## config.mk

```make
export PLATFORM = sky130hd
export DESIGN_NAME = pipe_hazard_ctrl_flat
export DESIGN_NICKNAME = d
export VERILOG_FILES = /design/src/rtl/pipe_hazard_ctrl_if.sv /design/src/rtl/pipe_hazard_ctrl.sv /design/src/flat_wrapper.sv
export SDC_FILE = /design/constraint.sdc
export NUM_CORES = 1
export LEC_CHECK = 0
export ABC_CLOCK_PERIOD_IN_PS = 2400
export BUFFER_PORTS_ARGS = -buffer_cell sky130_fd_sc_hd__buf_4
export CAP_MARGIN = 20
export CORE_AREA = 2 2 86 88
export CTS_BUF_LIST = sky130_fd_sc_hd__clkbuf_4
export CTS_CLUSTER_DIAMETER = 50
export DETAILED_ROUTE_END_ITERATION = 10
export DIE_AREA = 0 0 88 90
export MAX_ROUTING_LAYER = met4
export PLACE_DENSITY = 0.8
export SLEW_MARGIN = 20
export SYNTH_ARGS = -nofsm -noshare
export SYNTH_HDL_FRONTEND = slang
export SYNTH_SLANG_ARGS = --single-unit
```

## constraint.sdc

```tcl
create_clock -name clk -period 2.4 [get_ports clk]
set_input_delay 0.12 -clock clk [delete_from_list [all_inputs] [get_ports clk]]
set_output_delay 0.12 -clock clk [all_outputs]
set_load 0.005 [all_outputs]
```

## src/rtl/pipe_hazard_ctrl_if.sv

```systemverilog
// Pipeline-control bundle between the hazard controller and the datapath.
// Member names follow the controller's external signal names.
interface pipe_hazard_ctrl_if #(
    parameter int ADDR_W = 5,
    parameter int CNT_W  = 32
);
    logic [ADDR_W-1:0] id_rs1;
    logic [ADDR_W-1:0] id_rs2;
    logic [ADDR_W-1:0] ex_rs1;
    logic [ADDR_W-1:0] ex_rs2;
    logic [ADDR_W-1:0] ex_rd;
    logic              ex_mem_read;
    logic              ex_branch_taken;
    logic              ex_mdu_op;
    logic [ADDR_W-1:0] mem_rd;
    logic              mem_reg_write;
    logic [ADDR_W-1:0] wb_rd;
    logic              wb_reg_write;
    logic              mdu_done;

    logic              pc_en;
    logic              if_id_en;
    logic              id_ex_en;
    logic              ex_mem_en;
    logic              if_id_clr;
    logic              id_ex_clr;
    logic              ex_mem_clr;
    logic              mdu_start;
    logic [1:0]        fwd_a;
    logic [1:0]        fwd_b;
    logic [CNT_W-1:0]  stall_cnt;
    logic [CNT_W-1:0]  flush_cnt;

    modport master (
        output id_rs1, id_rs2, ex_rs1, ex_rs2, ex_rd, ex_mem_read,
               ex_branch_taken, ex_mdu_op, mem_rd, mem_reg_write,
               wb_rd, wb_reg_write, mdu_done,
        input  pc_en, if_id_en, id_ex_en, ex_mem_en, if_id_clr, id_ex_clr,
               ex_mem_clr, mdu_start, fwd_a, fwd_b, stall_cnt, flush_cnt
    );

    modport slave (
        input  id_rs1, id_rs2, ex_rs1, ex_rs2, ex_rd, ex_mem_read,
               ex_branch_taken, ex_mdu_op, mem_rd, mem_reg_write,
               wb_rd, wb_reg_write, mdu_done,
        output pc_en, if_id_en, id_ex_en, ex_mem_en, if_id_clr, id_ex_clr,
               ex_mem_clr, mdu_start, fwd_a, fwd_b, stall_cnt, flush_cnt
    );
endinterface

```

## src/rtl/pipe_hazard_ctrl.sv

```systemverilog
// Five-stage pipeline hazard controller: load-use bubbles, branch flushes,
// MDU freeze, EX operand forwarding and saturating stall/flush counters.
module pipe_hazard_ctrl #(
    parameter int ADDR_W = 5,
    parameter int CNT_W  = 32
) (
    input  logic               clk,
    input  logic               rst,
    pipe_hazard_ctrl_if.slave  bus
);
    localparam logic [0:0] ST_RUN      = 1'b0;
    localparam logic [0:0] ST_MDU_WAIT = 1'b1;

    logic [0:0]       r_state;
    logic [0:0]       w_next_state;
    logic             w_load_use;
    logic             w_flush;
    logic [CNT_W-1:0] r_stall_cnt;
    logic [CNT_W-1:0] r_flush_cnt;

    function automatic logic [1:0] fwd_sel(
        input logic [ADDR_W-1:0] rs,
        input logic [ADDR_W-1:0] mem_rd,
        input logic              mem_we,
        input logic [ADDR_W-1:0] wb_rd,
        input logic              wb_we
    );
        if (mem_we && mem_rd != '0 && mem_rd == rs)
            return 2'b10;
        else if (wb_we && wb_rd != '0 && wb_rd == rs)
            return 2'b01;
        else
            return 2'b00;
    endfunction

    always_comb begin
        w_load_use = bus.ex_mem_read && (bus.ex_rd != '0) &&
                     ((bus.ex_rd == bus.id_rs1) || (bus.ex_rd == bus.id_rs2));
    end

    always_comb begin
        w_next_state   = r_state;
        w_flush        = 1'b0;
        bus.pc_en      = 1'b1;
        bus.if_id_en   = 1'b1;
        bus.id_ex_en   = 1'b1;
        bus.ex_mem_en  = 1'b1;
        bus.if_id_clr  = 1'b0;
        bus.id_ex_clr  = 1'b0;
        bus.ex_mem_clr = 1'b0;
        bus.mdu_start  = 1'b0;
        bus.fwd_a      = 2'b00;
        bus.fwd_b      = 2'b00;

        if (!rst) begin
            // Hold everything quiet while in reset.
            w_next_state  = ST_RUN;
            bus.pc_en     = 1'b0;
            bus.if_id_en  = 1'b0;
            bus.id_ex_en  = 1'b0;
            bus.ex_mem_en = 1'b0;
        end else begin
            bus.fwd_a = fwd_sel(bus.ex_rs1, bus.mem_rd, bus.mem_reg_write,
                                bus.wb_rd, bus.wb_reg_write);
            bus.fwd_b = fwd_sel(bus.ex_rs2, bus.mem_rd, bus.mem_reg_write,
                                bus.wb_rd, bus.wb_reg_write);
            case (r_state)
                ST_RUN: begin
                    if (bus.ex_branch_taken) begin
                        w_flush       = 1'b1;
                        bus.if_id_clr = 1'b1;
                        bus.id_ex_clr = 1'b1;
                    end else if (bus.ex_mdu_op) begin
                        w_next_state   = ST_MDU_WAIT;
                        bus.mdu_start  = 1'b1;
                        bus.pc_en      = 1'b0;
                        bus.if_id_en   = 1'b0;
                        bus.id_ex_en   = 1'b0;
                        bus.ex_mem_clr = 1'b1;
                    end else if (w_load_use) begin
                        bus.pc_en     = 1'b0;
                        bus.if_id_en  = 1'b0;
                        bus.id_ex_clr = 1'b1;
                    end
                end
                ST_MDU_WAIT: begin
                    if (bus.mdu_done) begin
                        w_next_state = ST_RUN;
                    end else begin
                        bus.pc_en      = 1'b0;
                        bus.if_id_en   = 1'b0;
                        bus.id_ex_en   = 1'b0;
                        bus.ex_mem_clr = 1'b1;
                    end
                end
                default: w_next_state = ST_RUN;
            endcase
        end
    end

    always_ff @(posedge clk or negedge rst) begin
        if (!rst) begin
            r_state     <= ST_RUN;
            r_stall_cnt <= '0;
            r_flush_cnt <= '0;
        end else begin
            r_state <= w_next_state;
            if (!bus.pc_en && r_stall_cnt != '1)
                r_stall_cnt <= r_stall_cnt + CNT_W'(1);
            if (w_flush && r_flush_cnt != '1)
                r_flush_cnt <= r_flush_cnt + CNT_W'(1);
        end
    end

    assign bus.stall_cnt = r_stall_cnt;
    assign bus.flush_cnt = r_flush_cnt;
endmodule

```

## src/flat_wrapper.sv

```systemverilog
// flat-port wrapper written by rule: the top's interface ports become plain ports
module pipe_hazard_ctrl_flat 
#(
    parameter int ADDR_W = 5,
    parameter int CNT_W  = 32
)
  (clk, rst, bus_id_rs1, bus_id_rs2, bus_ex_rs1, bus_ex_rs2, bus_ex_rd, bus_ex_mem_read, bus_ex_branch_taken, bus_ex_mdu_op, bus_mem_rd, bus_mem_reg_write, bus_wb_rd, bus_wb_reg_write, bus_mdu_done, bus_pc_en, bus_if_id_en, bus_id_ex_en, bus_ex_mem_en, bus_if_id_clr, bus_id_ex_clr, bus_ex_mem_clr, bus_mdu_start, bus_fwd_a, bus_fwd_b, bus_stall_cnt, bus_flush_cnt);
  pipe_hazard_ctrl_if #(.ADDR_W(ADDR_W), .CNT_W(CNT_W)) bus_i ();
  input  logic clk;
  input  logic rst;
  input wire logic [$bits(bus_i.id_rs1)-1:0] bus_id_rs1;
  input wire logic [$bits(bus_i.id_rs2)-1:0] bus_id_rs2;
  input wire logic [$bits(bus_i.ex_rs1)-1:0] bus_ex_rs1;
  input wire logic [$bits(bus_i.ex_rs2)-1:0] bus_ex_rs2;
  input wire logic [$bits(bus_i.ex_rd)-1:0] bus_ex_rd;
  input wire logic [$bits(bus_i.ex_mem_read)-1:0] bus_ex_mem_read;
  input wire logic [$bits(bus_i.ex_branch_taken)-1:0] bus_ex_branch_taken;
  input wire logic [$bits(bus_i.ex_mdu_op)-1:0] bus_ex_mdu_op;
  input wire logic [$bits(bus_i.mem_rd)-1:0] bus_mem_rd;
  input wire logic [$bits(bus_i.mem_reg_write)-1:0] bus_mem_reg_write;
  input wire logic [$bits(bus_i.wb_rd)-1:0] bus_wb_rd;
  input wire logic [$bits(bus_i.wb_reg_write)-1:0] bus_wb_reg_write;
  input wire logic [$bits(bus_i.mdu_done)-1:0] bus_mdu_done;
  output wire logic [$bits(bus_i.pc_en)-1:0] bus_pc_en;
  output wire logic [$bits(bus_i.if_id_en)-1:0] bus_if_id_en;
  output wire logic [$bits(bus_i.id_ex_en)-1:0] bus_id_ex_en;
  output wire logic [$bits(bus_i.ex_mem_en)-1:0] bus_ex_mem_en;
  output wire logic [$bits(bus_i.if_id_clr)-1:0] bus_if_id_clr;
  output wire logic [$bits(bus_i.id_ex_clr)-1:0] bus_id_ex_clr;
  output wire logic [$bits(bus_i.ex_mem_clr)-1:0] bus_ex_mem_clr;
  output wire logic [$bits(bus_i.mdu_start)-1:0] bus_mdu_start;
  output wire logic [$bits(bus_i.fwd_a)-1:0] bus_fwd_a;
  output wire logic [$bits(bus_i.fwd_b)-1:0] bus_fwd_b;
  output wire logic [$bits(bus_i.stall_cnt)-1:0] bus_stall_cnt;
  output wire logic [$bits(bus_i.flush_cnt)-1:0] bus_flush_cnt;
  assign bus_i.id_rs1 = bus_id_rs1;
  assign bus_i.id_rs2 = bus_id_rs2;
  assign bus_i.ex_rs1 = bus_ex_rs1;
  assign bus_i.ex_rs2 = bus_ex_rs2;
  assign bus_i.ex_rd = bus_ex_rd;
  assign bus_i.ex_mem_read = bus_ex_mem_read;
  assign bus_i.ex_branch_taken = bus_ex_branch_taken;
  assign bus_i.ex_mdu_op = bus_ex_mdu_op;
  assign bus_i.mem_rd = bus_mem_rd;
  assign bus_i.mem_reg_write = bus_mem_reg_write;
  assign bus_i.wb_rd = bus_wb_rd;
  assign bus_i.wb_reg_write = bus_wb_reg_write;
  assign bus_i.mdu_done = bus_mdu_done;
  assign bus_pc_en = bus_i.pc_en;
  assign bus_if_id_en = bus_i.if_id_en;
  assign bus_id_ex_en = bus_i.id_ex_en;
  assign bus_ex_mem_en = bus_i.ex_mem_en;
  assign bus_if_id_clr = bus_i.if_id_clr;
  assign bus_id_ex_clr = bus_i.id_ex_clr;
  assign bus_ex_mem_clr = bus_i.ex_mem_clr;
  assign bus_mdu_start = bus_i.mdu_start;
  assign bus_fwd_a = bus_i.fwd_a;
  assign bus_fwd_b = bus_i.fwd_b;
  assign bus_stall_cnt = bus_i.stall_cnt;
  assign bus_flush_cnt = bus_i.flush_cnt;
  pipe_hazard_ctrl #(.ADDR_W(ADDR_W), .CNT_W(CNT_W)) u_core (.clk(clk), .rst(rst), .bus(bus_i));
endmodule
```

# Yosys cells after proc, flatten, opt, wreduce, memory -nomap -nowiden
# Cells that the tools add are included.
[totals]
reg_bits = 65
inputBits = 43
output_inout_bits = 76
wordCells = 61
[classes]
addsub = 2
eq_ne = 8
n_mux = 32
bitwise = 1
reduce_logical = 15
[op_table]
columns = ["operator", "count"]
rows = [
  ["$add A32 B1 Y32 const B", 2],
  ["$ne A32 B32 Y1 const B", 2],
  ["$eq A5 B5 Y1", 6],
  ["$mux W1", 25],
  ["$reduce_bool A5 Y1", 3],
  ["$logic_and A1 B1 Y1", 10],
  ["$mux W2", 4],
  ["$pmux W1 S2", 3],
  ["$logic_not A1 Y1", 1],
  ["$logic_or A1 B1 Y1", 1],
  ["$not A1 Y1", 1],
]

# Logic depth before layout (Yosys ltp)
[logic_depth]
word_depth = 10
mapped_depth = 8

# Worst setup path before layout
# No wires, ideal clock.
[synth_timing]
kind = "register -> register"
from = "register u_core.r_stall_cnt[0] (netlist: u_core.bus.stall_cnt[0])"
to = "register u_core.r_stall_cnt[8] (netlist: u_core.bus.stall_cnt[8])"
setup_ps = 125
arrival_ps = 1947
slack_ps = 329
path_stages_with_launch = 9
path_buffers = 2
period_less_slack_ps = 2071
cell_sequence = "dfrtp_1 -> ha_1 -> and3_1 -> and3_1 -> buf_1 -> a221oi_4 -> buf_6 -> nand4_1 -> xnor2_1"
[synth_between]
elab_chain_cells = 2
[synth_rtl]
columns = ["element", "line", "source"]
rows = [
  ["start, declared", "pipe_hazard_ctrl.sv:18", "logic [CNT_W-1:0] r_stall_cnt;"],
  ["start signal, assigned", "pipe_hazard_ctrl.sv:109", "r_stall_cnt <= r_stall_cnt + CNT_W'(1);"],
  ["parallel branches: the longest is 2 deep, another holds $add A32 B1 Y32", "-", ""],
]
# Several ways; the timed one is not identified.
# A chain may end at the register's enable or synchronous reset.

# Worst setup path after layout
[layout_timing]
from = "register u_core.r_stall_cnt[0] (netlist: u_core.bus.stall_cnt[0])"
to = "register u_core.r_stall_cnt[1] (netlist: u_core.bus.stall_cnt[1])"
# Same word-level chain as after synthesis.

==> impl_metrics.ini <==
[cells_and_area]
finalNetCount = 506
antennaDiodeCount = 0
seq_area_mm2 = 0.00163
syn_to_final_growth_pct = 32.0
fill_cells = 555
multi_input_area_mm2 = 0.00184
drive_gt1_share_pct = 30.9
fin_area_mm2 = 0.00467

[drt]
drc = 0
dr.first_iter.drc_count = 92
wire_per_inst_um = 15.1
first_pass_iters = 4
vias = 3042
ant_nets = 0
routed_wl_mm = 8.55
vias_per_cell = 5.38

[synthesis]
synth_top_area_share_pct = 46.0
synth_area_mm2 = 0.00354
synth.area.top_cells = dfrtp_1, xnor2_1, xor2_1, nand4_1, and4_1
netlist_top_cells_count = dfrtp_1, xnor2_1, xor2_1, nand4_1, nand3_1
yosysTopAreaCell = dfrtp_1
synth_cells = 335
ys.warnings.count = 0
synth_seq_cells = 65
syn_nets = 380
synth_area_per_cell_um2 = 10.6
synth_seq_area_share_pct = 46.0
synth.most_common_cell = dfrtp_1
synth_flop_cell = dfrtp_1
synth-async-reset-ratio_pct = 100
synth_edf_count = 0
yosysUniqueCellTypes = 41

[placed_design]
gp_congestion = 0.862
io_buffer_count = 118
dp_hpwl_mm = 6.43
placed_cell_area_mm2 = 0.00452

[setup_path]
slowest_stage = dfrtp_1
cp.required_ns = 2.72
worst-setup-path-type = reg -> reg
startpoint_type = register
crit_path_frequent_cell = and3_1
crit_path_cell_trace = ha_1 -> and3_1 -> and3_1 -> a221oi_4 -> buf_4 -> mux2_2
critical-path-max-stage-delay_ns = 0.45
crit_path_max_fanout = 14
endpoint_kind = register
worstPathArrival_ns = 2.45
crit_start = u_core.bus.stall_cnt[0]
r2r_start = u_core.bus.stall_cnt[0]

[floorplanning]
io_pins = 119
dieArea_mm2 = 0.00792
fp.dieW_um = 88
start_util_pct = 50.4
num_rows = 31
die_y_um = 90
core_mm2 = 0.00702

[worst_hold_path]
min_path_type = in -> async

[cts]
cts_tree = built
cts-root-buf = clkbuf_4
clock_latency_ns = 0.43
clk_pin_slew_ns = 0.12
htreeDepth = 3
cts.sinks = 65
cts.hold.buffers_added = 1
post_cts_resized = 0
post-cts-setup-buffers = 0
cts_buffers = 9
clock_path_buffers = 2

[sta]
fin_skew_ns = 0.0161
hold_viol = 0
relSlewSlack_pct = 55.8
rsz0062_at_grt = no
setup_violations = 0
final.setup.tns_ns = 0
drv_slew = 0
max_freq_ghz = 0.468
fin_crit_ns = 2.14
tightest_slew_ns = 0.663
fin_crit_sh_pct = 89.0

[global_route]
grt_first_pass_wirelength_mm = 13.9
grt_pass1_vias = 2917
grt_max_degree = 54
antenna_found_initial = 0
track_usage_pct = 22.8
overflow = 0

[pwr]
peakVddDrop_uv = 476
leakage_nw = 2.25
p_per_area_mw_per_mm2 = 563

[flow_run]
max_cap_viol_count = 0

[run_status]
status = finished clean
[cells by family after synthesis]
group / count (synthesis) / synth area share, %
simple gates: 146 / 24.3
xor+xnor: 91 / 22.5
flops: 65 / 46.0
compound gates: 16 / 3.75
buf+inv: 13 / 2.09
mux: 2 / 0.636
fa+ha+maj: 2 / 0.707
[power breakdown]
group          switching, mW  internal, mW  total (mW)
clock network          0.427         0.317       0.745
registers              0.140          1.19        1.33
logic                  0.232         0.318       0.549
[final timing paths]
check | endpoint | slack [ns] | depth (start not counted)
setup / recovery | u_core.bus.stall_cnt[1] | 0.26 | 6
hold / removal | u_core.r_state | 0.09 | 2
setup reg to reg | u_core.bus.stall_cnt[1] | 0.26 | 6
hold reg to reg | u_core.bus.stall_cnt[30] | 0.49 | 1
max in group asynchronous | u_core.bus.stall_cnt[14] | 1.38 | 3
min in group clk | u_core.r_state | 0.14 | 4
[stage by stage]
step | hold WS (ns) | instances | setup slack, ns | utilization [%] | power [mW]
2_1_floorplan | -0.176 | 335 | 0.329 | - | 1.57
3_3_place_gp | 0.00481 | 548 | 0.332 | 64.4 | 1.88
3_5_place_dp | 0.00729 | 548 | 0.285 | 64.4 | 1.90
4_1_cts | 0.0800 | 565 | 0.265 | 66.5 | 2.66
5_1_grt | 0.0797 | 565 | 0.152 | 66.5 | 2.76
6_report | 0.0864 | 565 | 0.264 | 66.5 | 2.63
[flip-flops by register name, summed over array words and instances, names as in the netlist]
register / count
u_core.r_state: 1
u_core.bus.stall_cnt: 32
u_core.bus.flush_cnt: 32
[worst max-delay path: cells and delay by family (launching register included)]
| kind | cells | cell delay, ns |
|---|---|---|
| fa+ha+maj | 1 | 0.23 |
| flops | 1 | 0.45 |
| buf+inv | 1 | 0.24 |
| simple gates | 2 | 0.52 |
| compound gates | 1 | 0.25 |
| mux | 1 | 0.35 |
[placed cells by master, fill, tap and decap left out, drive strengths merged, types with 2 or more instances in the layout]
cell type	count
buf	122
dfrtp	65
xnor2	55
xor2	36
nand4	24
nand3	23
nand2	18
and3	18
and4	16
nor2	12
nor3	9
clkbuf	9
and2	8
inv	6
or4	5
o21ai	5
clkinv	5
nor4	4
o211ai	2
nand2b	2
o21a	2
nor2b	2
mux2	2
a41o	2
ha	2
[final cells by class]
type                    instances  area share (%)
clock buffers                   9            1.45
flip-flops and latches         65            34.8
repair buffers                123            19.8
inverters                       5           0.402
well taps                      99            2.65
multi-input cells             257            39.4
clock inverters                 7            1.50
[per-layer routing]
layer  vias up  track usage [%]  part of all wire, %  wire (um)
met5         -                -                    0          0
met4         0             9.23                  1.5        127
met3        13             4.04                  5.4        460
met2       102             34.1                   49       4170
met1      1472             30.6                   44       3790
li1       1455                -                    -          -
Note: power is estimated with default switching activity, not from simulation.
